**config.mk**
```make
export PLATFORM = sky130hd
export DESIGN_NAME = audio_capture
export DESIGN_NICKNAME = d
export VERILOG_FILES = /design/src/rtl/audio_capture_pkg.sv /design/src/rtl/audio_capture_i2s_rx_line.sv /design/src/rtl/audio_capture.sv
export SDC_FILE = /design/constraint.sdc
export NUM_CORES = 1
export LEC_CHECK = 0
export BUFFER_PORTS_ARGS = -buffer_cell sky130_fd_sc_hd__buf_4
export CAP_MARGIN = 20
export CORE_UTILIZATION = 55
export DETAILED_ROUTE_END_ITERATION = 8
export GPL_TIMING_DRIVEN = 0
export HOLD_SLACK_MARGIN = 0.15
export PLACE_DENSITY = 0.82
export SLEW_MARGIN = 40
export SYNTH_ARGS = -nofsm -noshare
export SYNTH_HDL_FRONTEND = slang
export SYNTH_HIERARCHICAL = 1
export SYNTH_SLANG_ARGS = --single-unit
```
**constraint.sdc**
```tcl
create_clock -name ck -period 2.8 [get_ports ck]
set_input_delay 0.56 -clock ck [delete_from_list [all_inputs] [get_ports ck]]
set_output_delay 0.56 -clock ck [all_outputs]
set_load 0.01 [all_outputs]
```
**src/rtl/audio_capture_pkg.sv**
```systemverilog
// Shared types and constants for the I2S audio capture slice.
// Holds the write FSM encoding and I2S bit-position markers.
package audio_capture_pkg;

  typedef enum logic [1:0] {
    ST_IDLE,
    ST_WRITE,
    ST_DONE
  } wr_state_e;

  localparam logic [5:0] FRAME_START = 6'd0;
  localparam logic [5:0] LEFT_START  = 6'd1;
  localparam logic [5:0] RIGHT_START = 6'd33;
  localparam int         FRAME_LEN   = 64;

endpackage

```
**src/rtl/audio_capture_i2s_rx_line.sv**
```systemverilog
// One I2S data line: MSB-first left/right deserialiser
// plus holding registers snapshotted at a frame boundary.
module i2s_rx_line
  import audio_capture_pkg::*;
#(
  parameter int SAMPLE_W = 16
) (
  input  logic                ck,
  input  logic                rst,
  input  logic                bit_en,
  input  logic                load,
  input  logic [5:0]          posn,
  input  logic                sd,
  output logic [SAMPLE_W-1:0] hold_l,
  output logic [SAMPLE_W-1:0] hold_r
);

  localparam logic [5:0] LEFT_END  = 6'(int'(LEFT_START) + SAMPLE_W);
  localparam logic [5:0] RIGHT_END = 6'(int'(RIGHT_START) + SAMPLE_W);

  logic                in_l;
  logic                in_r;
  logic [SAMPLE_W-1:0] sh_l_q, sh_l_d;
  logic [SAMPLE_W-1:0] sh_r_q, sh_r_d;
  logic [SAMPLE_W-1:0] hold_l_q, hold_l_d;
  logic [SAMPLE_W-1:0] hold_r_q, hold_r_d;

  assign in_l = (posn >= LEFT_START) && (posn < LEFT_END);
  assign in_r = (posn >= RIGHT_START) && (posn < RIGHT_END);

  // Shift on sampled bit positions, snapshot on load.
  always_comb begin
    sh_l_d   = sh_l_q;
    sh_r_d   = sh_r_q;
    hold_l_d = hold_l_q;
    hold_r_d = hold_r_q;
    if (bit_en && in_l) sh_l_d = {sh_l_q[SAMPLE_W-2:0], sd};
    if (bit_en && in_r) sh_r_d = {sh_r_q[SAMPLE_W-2:0], sd};
    if (load) begin
      hold_l_d = sh_l_q;
      hold_r_d = sh_r_q;
    end
  end

  // Shift and holding register state.
  always_ff @(posedge ck or negedge rst) begin
    if (!rst) begin
      sh_l_q   <= '0;
      sh_r_q   <= '0;
      hold_l_q <= '0;
      hold_r_q <= '0;
    end else begin
      sh_l_q   <= sh_l_d;
      sh_r_q   <= sh_r_d;
      hold_l_q <= hold_l_d;
      hold_r_q <= hold_r_d;
    end
  end

  assign hold_l = hold_l_q;
  assign hold_r = hold_r_q;

endmodule

```
**src/rtl/audio_capture.sv**
```systemverilog
// Multi-line I2S capture: deserialises every line, then bursts
// one frame of samples into the audio RAM per frame boundary.
module audio_capture
  import audio_capture_pkg::*;
#(
  parameter  int DATA_LINES = 4,
  parameter  int SAMPLE_W   = 16,
  parameter  int FRAMES     = 64,
  localparam int CHANNELS   = 2 * DATA_LINES,
  localparam int CHAN_W     = $clog2(CHANNELS),
  localparam int FRAME_W    = $clog2(FRAMES),
  localparam int AUDIO_W    = CHAN_W + FRAME_W
) (
  input  logic                  ck,
  input  logic                  rst,
  input  logic                  sck,
  input  logic [5:0]            frame_posn,
  input  logic [DATA_LINES-1:0] sd_in,
  input  logic                  enable,
  input  logic                  host_mode,
  input  logic [FRAME_W-1:0]    host_frame,
  input  logic                  clr_overrun,
  output logic                  ram_we,
  output logic [AUDIO_W-1:0]    ram_waddr,
  output logic [SAMPLE_W-1:0]   ram_wdata,
  output logic [FRAME_W-1:0]    frame,
  output logic                  frame_done,
  output logic                  overrun
);

  localparam logic [CHAN_W-1:0] LAST_CH = CHAN_W'(CHANNELS - 1);

  wr_state_e           state_q, state_d;
  logic [CHAN_W-1:0]   chan_q, chan_d;
  logic [FRAME_W-1:0]  fc_q, fc_d;
  logic                ovr_q, ovr_d;
  logic                sck_q;
  logic                hist_q;
  logic                sck_rise;
  logic                boundary;
  logic                load;
  logic                we;
  logic                done;
  logic [SAMPLE_W-1:0] sample;
  logic [SAMPLE_W-1:0] hold_l [DATA_LINES];
  logic [SAMPLE_W-1:0] hold_r [DATA_LINES];

  // hist_q masks a false edge when sck is already high at reset release.
  assign sck_rise = sck && !sck_q && hist_q;
  assign boundary = sck_rise && (frame_posn == FRAME_START);
  // Holding data is frozen while a burst is still draining it.
  assign load     = boundary && (state_q == ST_IDLE);

  for (genvar k = 0; k < DATA_LINES; k++) begin : g_line
    i2s_rx_line #(
      .SAMPLE_W(SAMPLE_W)
    ) u_line (
      .ck    (ck),
      .rst   (rst),
      .bit_en(sck_rise),
      .load  (load),
      .posn  (frame_posn),
      .sd    (sd_in[k]),
      .hold_l(hold_l[k]),
      .hold_r(hold_r[k])
    );
  end

  // Channel mux: even channel = left, odd = right of line chan/2.
  always_comb begin
    sample = '0;
    for (int k = 0; k < DATA_LINES; k++) begin
      if (chan_q == CHAN_W'(2 * k))     sample = hold_l[k];
      if (chan_q == CHAN_W'(2 * k + 1)) sample = hold_r[k];
    end
  end

  // Write FSM next state, counters, overrun and strobes.
  always_comb begin
    state_d = state_q;
    chan_d  = chan_q;
    fc_d    = fc_q;
    ovr_d   = ovr_q;
    we      = 1'b0;
    done    = 1'b0;
    if (clr_overrun) ovr_d = 1'b0;
    if (boundary && (state_q != ST_IDLE)) ovr_d = 1'b1;
    unique case (state_q)
      ST_IDLE: begin
        if (boundary && enable && !host_mode) begin
          state_d = ST_WRITE;
          chan_d  = '0;
          fc_d    = fc_q + FRAME_W'(1);
        end
      end
      ST_WRITE: begin
        we = 1'b1;
        if (chan_q == LAST_CH) state_d = ST_DONE;
        else                   chan_d  = chan_q + CHAN_W'(1);
      end
      ST_DONE: begin
        done    = 1'b1;
        state_d = ST_IDLE;
      end
      default: state_d = ST_IDLE;
    endcase
    if (host_mode) begin
      we      = 1'b0;
      done    = 1'b0;
      state_d = ST_IDLE;
    end
  end

  // FSM, counter, overrun and sck history registers.
  always_ff @(posedge ck or negedge rst) begin
    if (!rst) begin
      state_q <= ST_IDLE;
      chan_q  <= '0;
      fc_q    <= '0;
      ovr_q   <= 1'b0;
      sck_q   <= 1'b0;
      hist_q  <= 1'b0;
    end else begin
      state_q <= state_d;
      chan_q  <= chan_d;
      fc_q    <= fc_d;
      ovr_q   <= ovr_d;
      sck_q   <= sck;
      hist_q  <= 1'b1;
    end
  end

  assign ram_we     = we;
  assign ram_waddr  = we ? {chan_q, fc_q} : '0;
  assign ram_wdata  = we ? sample : '0;
  assign frame      = host_mode ? host_frame : fc_q;
  assign frame_done = done;
  assign overrun    = ovr_q;

endmodule

```
==> metrics.yaml <==
outcome:
  run_status: "complete, but fails checks"
  failed_checks: "setup timing"
final_layout:
  area_growth_syn_to_layout_pct: 19.6
  fin_area_um2: 14700
  diodes: 0
  layout_common_cells: "268 x dfrtp_1, 263 x mux2_2, 64 x buf_4"
  drive_gt1_share_pct: 48.6
  final_core_utilization_pct: 67.2
  nNetsFinal: 1045
  final_common_cell: "dfrtp_1"
yosys:
  synth_seq_cells: 270
  synth.yosys.seq_area_share_pct: 54.9
  dominantRegCellSynth: "dfrtp_1"
  synthCells: 921
  synth-async-reset-ratio_pct: 100
  synth_nets: 950
  post_synth.cell_area_avg_um2: 13.4
  syn-cell-area_um2: 12300
  edff_count_synth: 0
  synth.distinct_cells: 44
  synthesis.yosys.warnings: 6
die:
  fp.dieArea_um2: 23000
  floorplan.rows: 54
  ios: 56
  initial_utilization_pct: 56.2
  chipHeight_um: 152
  floorplan.core_area_um2: 21900
  fp.dieW_um: 152
setup_path:
  crit_path_buffers_inverters: 6
  critical_path_cell_count: 11
  critical_path.slowest_cell: "dfrtp_1"
  timing.critical_path.from_type: "flop"
  worst_setup_path_end_kind: "primary output"
  crit_path_dat_ns: 2.75
  max_stage_delay_ns: 0.38
  critical_path_peak_fanout: 6
  timing_worst_setup_path_type: "reg -> out"
  reg2reg_depth: 6
  regToRegEndpoint: "g_line[2].u_line/hold_r[3]"
  setup.worst_path.start: "chan_q[2]"
  worstPathCellList: "buf_6 -> inv_4 -> clkbuf_16 -> ha_4 -> buf_6 -> buf_6 -> nor3b_4 -> o32ai_4 -> o221ai_2 -> a221oi_2 -> buf_4"
  worst-r2r-setup-slack_ns: 0.32
  required_ns: 2.24
  crit_path_frequent_cell: "buf_6"
  regToRegStartpoint: "sck_q"
  worst_path_dominant_cell_family: "compound AO/OA/AOI/OAI gates"
route:
  drtIter0Drc: 510
  detail_route.wirelength_um: 28000
  route.vias.total: 7924
  detail_route.wl_per_cell_um: 21.3
  detail_route.vias_per_cell: 6.03
  route.met2.wl_um: 13400
  route.antenna.remaining_nets: 0
  post-route-drc-count: 0
  wl_met3_um: 1410
  wl_met1_um: 11900
  firstDrtPassIters: 6
  top_signal_layer_used: "met4"
place:
  dp_hpwl_um: 18300
  dpl_cell_area_um2: 13200
  finalWeightedCongestion: 0.898
  number_of_buffer_cells_added_on_primary_ports: 54
min_path:
  worstHoldPathType: "in -> reg"
  whs_path_depth: 2
  hold_path_end: "overrun"
  min_from: "clr_overrun"
grt:
  largest_net_degree_at_the_start_of_global_routing: 79
  grt_overflow: 0
  global_route_wire_length_before_repair_um: 44800
  globalRouteTotalUtil_pct: 25.4
  antenna_found_initial: 0
  via_count_of_the_first_global_routing_pass: 8287
cts:
  clock-sinks: 270
  clk_pin_slew_worst_paths_ns: 0.06
  tritoncts_clock_tree: "done"
  numCtsBuffers: 27
  htree_num_levels: 1
  clockRootBuffer: "clkbuf_16"
  clock_path_buffers: 3
  clk-insertion-delay-late_ns: 0.54
sta:
  grt_setup_unrepaired: "true"
  slew_viols_final: 0
  fin_crit_ns: 3.31
  setup_viol: 16
  max_freq_ghz: 0.302
  timing.slew.headroom_pct: 45.0
  fin_skew_ns: 0.0179
  worst_tran_pin_value_ns: 0.802
  post_route_clock_period_utilization_pct: 118
  report.final.hold_viol_count: 0
  fin_ws_ns: -0.512
power:
  ir_worst_vdd_mv: 0.426
  power_per_cell_area_nw_per_um2: 565
  p_leak_nw: 6.86
flow_run:
  total_of_max_cap_violations: 0
-- kinds of logic (layout without fill, tap and decap cells) --
kind of cell | after synthesis | after routing | synth area share (%)
flip-flops | 270 | 270 | 54.9
buffers and inverters | 119 | 232 | 4.67
AO/OA/AOI/OAI | 133 | 133 | 7.88
multiplexers | 271 | 271 | 25.1
adder cells (fa/ha/maj) | 7 | 7 | 0.711
AND/OR/NAND/NOR | 115 | 115 | 6.37
other | 1 | 1 | 0.0305
XOR/XNOR | 5 | 5 | 0.356
-- through the flow --
step | setup TNS, ns | hold slack (ns) | power, mW | std cells | setup slack (ns)
6_report | -7.53 | 0.227 | 8.31 | 1314 | -0.512
5_1_grt | -8.84 | 0.219 | 8.58 | 1314 | -0.589
4_1_cts | -6.16 | 0.214 | 8.35 | 1314 | -0.414
3_5_place_dp | -64.23 | 0.491 | 4.61 | 1258 | -0.886
3_3_place_gp | -347.15 | 0.484 | 4.57 | 1255 | -0.974
2_1_floorplan | 0 | 0.264 | 4.39 | 921 | 0.132
-- final cells by class --
cell class	instances	area [um^2]
fill	1431	7170
sequential	270	6760
multi-input combinational	532	5480
clock buffer	37	783
timing repair buffer	67	571
buffer	64	445
tap	280	350
inverter	54	205
clock inverter	10	130
-- worst max path at each step --
stage / slack [ns] / endpoint
2_1_floorplan: 0.13 / ram_wdata[10]
3_3_place_gp: -0.97 / g_line[0].u_line/sh_r_q[11]
3_5_place_dp: -0.89 / ram_wdata[7]
4_1_cts: -0.41 / ram_wdata[12]
5_1_grt: -0.59 / ram_wdata[13]
6_report: -0.51 / ram_wdata[14]
-- Yosys cell counts (2+ instances only) --
library cell | count | share of area, %
nor4_4 | 4 | 0.69
nor3b_1 | 17 | 1.0
nand3_1 | 5 | 0.20
ha_1 | 7 | 0.71
mux2i_4 | 4 | 0.73
nand4_1 | 2 | 0.10
buf_4 | 3 | 0.18
buf_1 | 12 | 0.37
o211ai_1 | 16 | 0.98
buf_6 | 13 | 1.2
clkbuf_1 | 21 | 0.64
o221ai_1 | 16 | 1.1
and2_1 | 8 | 0.41
a221oi_2 | 6 | 0.73
a21oi_1 | 48 | 2.0
or3b_2 | 2 | 0.14
nand3b_1 | 25 | 1.5
nand2_1 | 4 | 0.12
dfrtp_1 | 270 | 55
o22ai_1 | 3 | 0.15
xnor2_1 | 4 | 0.28
or3b_1 | 4 | 0.28
nor2_1 | 21 | 0.64
mux2_2 | 263 | 24
buf_2 | 15 | 0.61
a211oi_1 | 16 | 0.98
o32ai_1 | 16 | 1.1
a221oi_1 | 10 | 0.71
inv_1 | 53 | 1.6
nor2b_1 | 16 | 0.81
mux2i_1 | 4 | 0.33
-- registers in the layout, summed over array words and instances (netlist names) --
| register | flops |
|---|---|
| g_line.u_line/hold_r | 64 |
| g_line.u_line/hold_l | 64 |
| sck_q | 1 |
| g_line.u_line/sh_r_q | 64 |
| fc_q | 6 |
| overrun | 1 |
| state_q | 2 |
| chan_q | 3 |
| g_line.u_line/sh_l_q | 64 |
| hist_q | 1 |
-- power by group --
part	switching [mW]	internal [mW]
clock	1.48	2.22
combinational	0.281	0.225
sequential	0.0935	4.01
-- per-layer routing --
layer  vias to the layer above  GRT usage, %
li1                       3528             -
met1                      4082          32.9
met2                       239          42.7
met3                        75          4.07
met4                         0          10.2
met5                         -             0
-- repair_timing --
item	4_1_cts	5_1_grt
gates resized for setup	97	14
endpoints found under the setup margin	136	135
pin swaps	25	8
hold buffers	2	0
endpoints found under the hold margin	52	0
setup buffers	6	0
cloned	2	0
(Power assumes the default switching activity.)
